[src/rtl/nonce_search_ctrl.sv]
// Nonce sweep sequencer in front of the micro-hash core; `SEARCH_STATS_EN adds the attempts counter.
// Latency: start to first hash_start 1 cycle, at least 3 cycles per nonce (ISSUE, WAIT, CHECK).
// Backpressure: start ignored while busy; waits up to TIMEOUT cycles for hash_done, then errors out.
module nonce_search_ctrl #(
  parameter int TIMEOUT = 16
) (
  input  logic        clk,
  input  logic        reset,
  input  logic        start,
  input  logic        abort,
  input  logic [95:0] header_in,
  input  logic [7:0]  target_in,
  input  logic [31:0] nonce_base,
  input  logic [31:0] nonce_last,
  input  logic [23:0] hash_in,
  input  logic        hash_done,
  output logic        selector,
  output logic [95:0] data_entry_12,
  output logic [31:0] data_nonce,
  output logic [7:0]  data_target,
  output logic        hash_start,
  output logic        busy,
  output logic        done,
  output logic        found,
  output logic        exhausted,
  output logic        err_timeout,
  output logic [31:0] nonce_found,
`ifdef SEARCH_STATS_EN
  output logic [31:0] attempts,
`endif
  output logic [23:0] hash_found
);
  typedef enum logic [2:0] {S_IDLE, S_ISSUE, S_WAIT, S_CHECK, S_DONE} state_t;

  localparam logic [7:0] WAIT_LAST = 8'(TIMEOUT - 1);

  state_t      state_q, state_d;
  logic [31:0] nonce_last_q;
  logic [23:0] hash_q;
  logic [7:0]  wait_cnt;
  logic        pass, last_nonce, wait_expired;

  assign pass         = (hash_q[23:16] < data_target) && (hash_q[15:8] < data_target);
  assign last_nonce   = (data_nonce == nonce_last_q);
  assign wait_expired = (wait_cnt == WAIT_LAST);
  assign busy         = (state_q != S_IDLE);
  assign selector     = (state_q == S_ISSUE) || (state_q == S_WAIT) || (state_q == S_CHECK);

  // abort overrides every transition and suppresses the request and done pulses
  always_comb begin
    state_d    = state_q;
    hash_start = 1'b0;
    done       = 1'b0;
    if (abort) begin
      state_d = S_IDLE;
    end else begin
      case (state_q)
        S_IDLE:  if (start) state_d = S_ISSUE;
        S_ISSUE: begin
          hash_start = 1'b1;
          state_d    = S_WAIT;
        end
        S_WAIT: begin
          if (hash_done)         state_d = S_CHECK;
          else if (wait_expired) state_d = S_DONE;
        end
        S_CHECK: state_d = (pass || last_nonce) ? S_DONE : S_ISSUE;
        S_DONE: begin
          done    = 1'b1;
          state_d = S_IDLE;
        end
        default: state_d = S_IDLE;
      endcase
    end
  end

  always_ff @(posedge clk or negedge reset) begin
    if (!reset) state_q <= S_IDLE;
    else        state_q <= state_d;
  end

  always_ff @(posedge clk or negedge reset) begin
    if (!reset) begin
      data_entry_12 <= '0;
      data_nonce    <= '0;
      data_target   <= '0;
      nonce_last_q  <= '0;
      hash_q        <= '0;
      wait_cnt      <= '0;
      found         <= 1'b0;
      exhausted     <= 1'b0;
      err_timeout   <= 1'b0;
      nonce_found   <= '0;
      hash_found    <= '0;
`ifdef SEARCH_STATS_EN
      attempts      <= '0;
`endif
    end else if (!abort) begin
      case (state_q)
        S_IDLE: if (start) begin
          data_entry_12 <= header_in;
          data_target   <= target_in;
          data_nonce    <= nonce_base;
          nonce_last_q  <= nonce_last;
          found         <= 1'b0;
          exhausted     <= 1'b0;
          err_timeout   <= 1'b0;
          nonce_found   <= '0;
          hash_found    <= '0;
`ifdef SEARCH_STATS_EN
          attempts      <= '0;
`endif
        end
        S_ISSUE: begin
          wait_cnt <= '0;
`ifdef SEARCH_STATS_EN
          if (attempts != 32'hFFFF_FFFF) attempts <= attempts + 32'd1;
`endif
        end
        S_WAIT: begin
          if (hash_done)         hash_q      <= hash_in;
          else if (wait_expired) err_timeout <= 1'b1;
          else                   wait_cnt    <= wait_cnt + 8'd1;
        end
        S_CHECK: begin
          if (pass) begin
            found       <= 1'b1;
            nonce_found <= data_nonce;
            hash_found  <= hash_q;
          end else if (last_nonce) begin
            exhausted <= 1'b1;
          end else begin
            data_nonce <= data_nonce + 32'd1;
          end
        end
        default: ;
      endcase
    end
  end
endmodule
[config.mk]
export PLATFORM = sky130hd
export DESIGN_NAME = nonce_search_ctrl
export DESIGN_NICKNAME = d
export VERILOG_FILES = /design/src/rtl/nonce_search_ctrl.sv
export SDC_FILE = /design/constraint.sdc
export NUM_CORES = 1
export LEC_CHECK = 0
export BUFFER_PORTS_ARGS = -buffer_cell sky130_fd_sc_hd__buf_2
export CAP_MARGIN = 15
export CORE_ASPECT_RATIO = 1.5
export CORE_MARGIN = 1
export CORE_UTILIZATION = 46
export CTS_CLUSTER_SIZE = 25
export DETAILED_ROUTE_END_ITERATION = 6
export PLACE_DENSITY_LB_ADDON = 0.15
export SETUP_SLACK_MARGIN = 0.2
export SLEW_MARGIN = 20
export SYNTH_ARGS = -nofsm -noshare
export SYNTH_HDL_FRONTEND = slang
export SYNTH_SLANG_ARGS = --single-unit
[constraint.sdc]
create_clock -name clk -period 2.3 [get_ports clk]
set_input_delay 0.23 -clock clk [delete_from_list [all_inputs] [get_ports clk]]
set_output_delay 0.23 -clock clk [all_outputs]
set_load 0.02 [all_outputs]
==> metrics.md <==
| Metric | Value |
|---|---|
| Status | `finished, violations left` |
| Failing checks | `setup timing` |
| Main synth FF type | `dfrtp_1` |
| Post-synth top area cell | `dfrtp_1` |
| Max Cap Violations | `0` |
| DRC Markers | `0` |
| Syn Nets | `1520` |
| Synth unique cells | `between 60 and 70` |
| Nets | `roughly 2.1k` |
| Syn. warnings | `0` |
| Vias/cell | `5.33` |
| Fillers | `1769` |
| Iteration-0 DRC Markers | `just over 900` |
| Vias in the first global route | `11.9k` |
| Comb power frac | `between 40% and 50%` |
| Clock Sinks | `roughly 260` |
| Via count | `between 10k and 15k` |
| Min cycle time layout | `around 2.3 ns` |
| CP Launch Type | `flip-flop` |
| Mapped Avg Cell Area | `9.05 µm²` |
| Final GP Congestion | `0.899` |
| Total gr overflow | `0` |
| Clock Power Share | `a little over a fifth` |
| Initial Util | `47.1%` |
| Die width | `~130 µm` |
| Slew headroom | `between 60% and 70%` |
| Synthesized instance count | `approximately 1.3k` |
| Core area | `about 25000 µm²` |
| GRT Resource Usage Total | `a little under a third` |
| Largest net degree at the start of global routing | `67` |
| Num CTS Buffers | `26` |
| TritonCTS clock tree | `yes` |
| PnR Total Power | `between 20000 and 25000 µW` |
| Kind of critical path | `reg2reg` |
| Root Buffer Master | `clkbuf_16` |
| Post-synthesis sequential area ratio | `between 50% and 60%` |
| Crit path DAT | `about 2.7 ns` |
| Clk_skew | `0.0149 ns` |
| Number of synthesized flops with an enable pin | `0` |
| 1st-pass router iterations | `7` |
| Finished Cell Area | `~18000 µm²` |
| Worst Tran Pin Value | `a little under 0.5 ns` |
| Most frequent cells after synthesis | `530 x nand2_1, 262 x dfrtp_1, 74 x o21ai_0` |
| Slew Limit Fails | `0` |
| WL met3 | `approximately 2900 µm` |
| Die footprint | `about 26000 µm²` |
| Met2 wire len | `21200 µm` |
| Antenna-violating nets left | `0` |
| Max rail drop VDD | `about 820 µV` |
| PortBufs | `roughly 400` |
| Die Ht | `approximately 200 µm` |
| Dpl cells | `between 2k and 2.5k` |
| Internal power | `around 12000 µW` |
| Hpwl dp | `about 27000 µm` |
| Clock latency on the worst-skew pair | `about 0.54 ns` |
| Post-Route M1 WL | `about 15000 µm` |
| Setup TNS | `-0.00398 ns` |
| Global-route wire length before repair | `62800 µm` |
| Post-route setup slack | `-0.00398 ns` |
| H-tree depth | `1` |
| Avg WL per Cell | `around 18 µm` |
| # rows | `just over 70` |
| Final Non-Filler Cells | `2250` |
| Most instantiated library cell after synthesis | `nand2_1` |
| DP Area | `14800 µm²` |
| Clk buf depth | `3` |
| Initial antenna violation count | `2` |
| Final period util | `100%` |
| P_leak | `0.00900 µW` |
| Area Growth Syn to Fin | `52.8%` |
| Pwr dens | `about 1100 nW/µm²` |
| Top post-synthesis cells by area | `dfrtp_1 55%, nand2_1 17%, o21ai_0 3.1%` |
| Sw power | `8280 µW` |
| Crit Path Max Fanout | `7` |
| Post-Route WL | `about 41000 µm` |
| Fin. Hold Viols | `0` |
| Final Util | `71.9%` |
| Io pins | `396` |
| CP required | `about 2.7 ns` |
| Mapped Area | `11800 µm²` |
| FF+latch count, synth | `~260` |
| RSZ-0062 raised after global routing | `true` |
| Switching share of power | `roughly two fifths` |
| Top Layer Used | `met4` |
| Ys async rst share | `100%` |
| Sequential share of power | `36.0%` |
| Share of cells above drive strength 1 | `a little over a third` |
| Setup-failing EPs final | `1` |
| Clk slew on worst S/H paths | `~0.060 ns` |
| Crit path capture type | `flip-flop` |
| Hold WC Path Type | `in2reg` |
| Max Clock Freq | `between 400 and 500 MHz` |
| Synth top area share | `between 50% and 60%` |
## flip-flops by register name, indices dropped and copies added (netlist names)
name	cells
data_entry_12	96
data_nonce	32
data_target	8
err_timeout	1
exhausted	1
found	1
hash_found	24
hash_q	24
nonce_found	32
nonce_last_q	32
state_q	3
wait_cnt	8
## metal layers
metal	track usage [%]	vias up
met2	54.3	555
met4	14.3	0
met5	0	-
met1	35.0	5780
met3	5.71	127
li1	-	5535
## final cells by class
| type | instances | area [µm²] | share of cell area, % |
|---|---|---|---|
| Tap cell | 328 | 410 | 2.27 |
| Clock inverter | 10 | 88.8 | 0.491 |
| Inverter | 22 | 87.6 | 0.484 |
| Multi-Input combinational cell | 940 | 5600 | 30.9 |
| Sequential cell | 262 | 6570 | 36.3 |
| Clock buffer | 38 | 767 | 4.24 |
| Timing Repair Buffer | 646 | 4550 | 25.2 |
| Antenna cell | 4 | 10.0 | 0.0554 |
## cells by family after synthesis
logic type,synth area share (%)
and+or+nand+nor,22.7
DFF,55.4
AOI/OAI and AO/OA,11.1
buffers and inverters,3.67
xor gates and xnor gates,2.81
muxes,2.55
adders and majority gates,1.69
## worst paths after layout
kind	start	to	slack [ns]	depth (start not counted)
min	nonce_base[28]	data_nonce[28]	0.03	3
min reg2reg	data_entry_12[34]	data_entry_12[34]	0.47	2
min in group asynchronous	reset	hash_found[16]	0.22	2
max in group asynchronous	reset	data_entry_12[49]	1.31	3
max	data_target[5]	data_nonce[1]	-0.004	10
max reg2reg	data_target[5]	data_nonce[1]	-0.004	10
## timing repair
| action | 4_1_cts | 5_1_grt |
|---|---|---|
| hold endpoints to repair | 221 | 0 |
| resized for setup | 41 | 104 |
| pin swaps | 14 | 28 |
| buffers inserted | 7 | 5 |
| endpoints found under the setup margin | 94 | 95 |
| cloned | 1 | 0 |
| hold buffers | 167 | 0 |
## through the flow
step,setup WS (ns),hold WS (ns)
after global placement,0.0315,0.200
after global routing,-0.0569,0.0214
after detailed placement,-0.0560,0.204
after CTS,0.0388,0.00685
after floorplan,0.0994,-0.0656
final,-0.00398,0.0251
## critical path, stage by stage, from the launching register on
cell and delay (ns):
dfrtp_2 0.43, inv_4 0.09, ha_4 0.20, a21o_1 0.15, a21o_1 0.18, a221oi_4 0.33
buf_12 0.16, buf_6 0.14, a21oi_4 0.08, a22o_1 0.23, a22o_1 0.18
## cells in the final DEF, fill, tap and decap left out, types with 10 or more instances in the layout
cell,netlist,layout
a211oi_2,0,13
a21oi_1,22,10
buf_12,0,17
buf_2,25,394
buf_4,2,57
clkbuf_16,0,27
dfrtp_1,262,251
dfrtp_2,0,11
dlygate4sd3_1,0,167
inv_1,22,18
mux2_2,25,25
nand2_1,530,516
nand3_1,20,18
nand4_1,18,18
nor2_1,47,45
o21ai_0,74,33
o21ai_1,10,45
xnor2_1,37,35
## power groups by stage
stage	combinational (µW)	sequential, µW	clock (µW)
floorplan	3220	8330	0
global placement	7250	7270	0
detailed placement	7390	7290	0
CTS	7950	7260	4390
global route	9450	7500	4540
finish	8800	7360	4300
(Power assumes the default switching activity.)
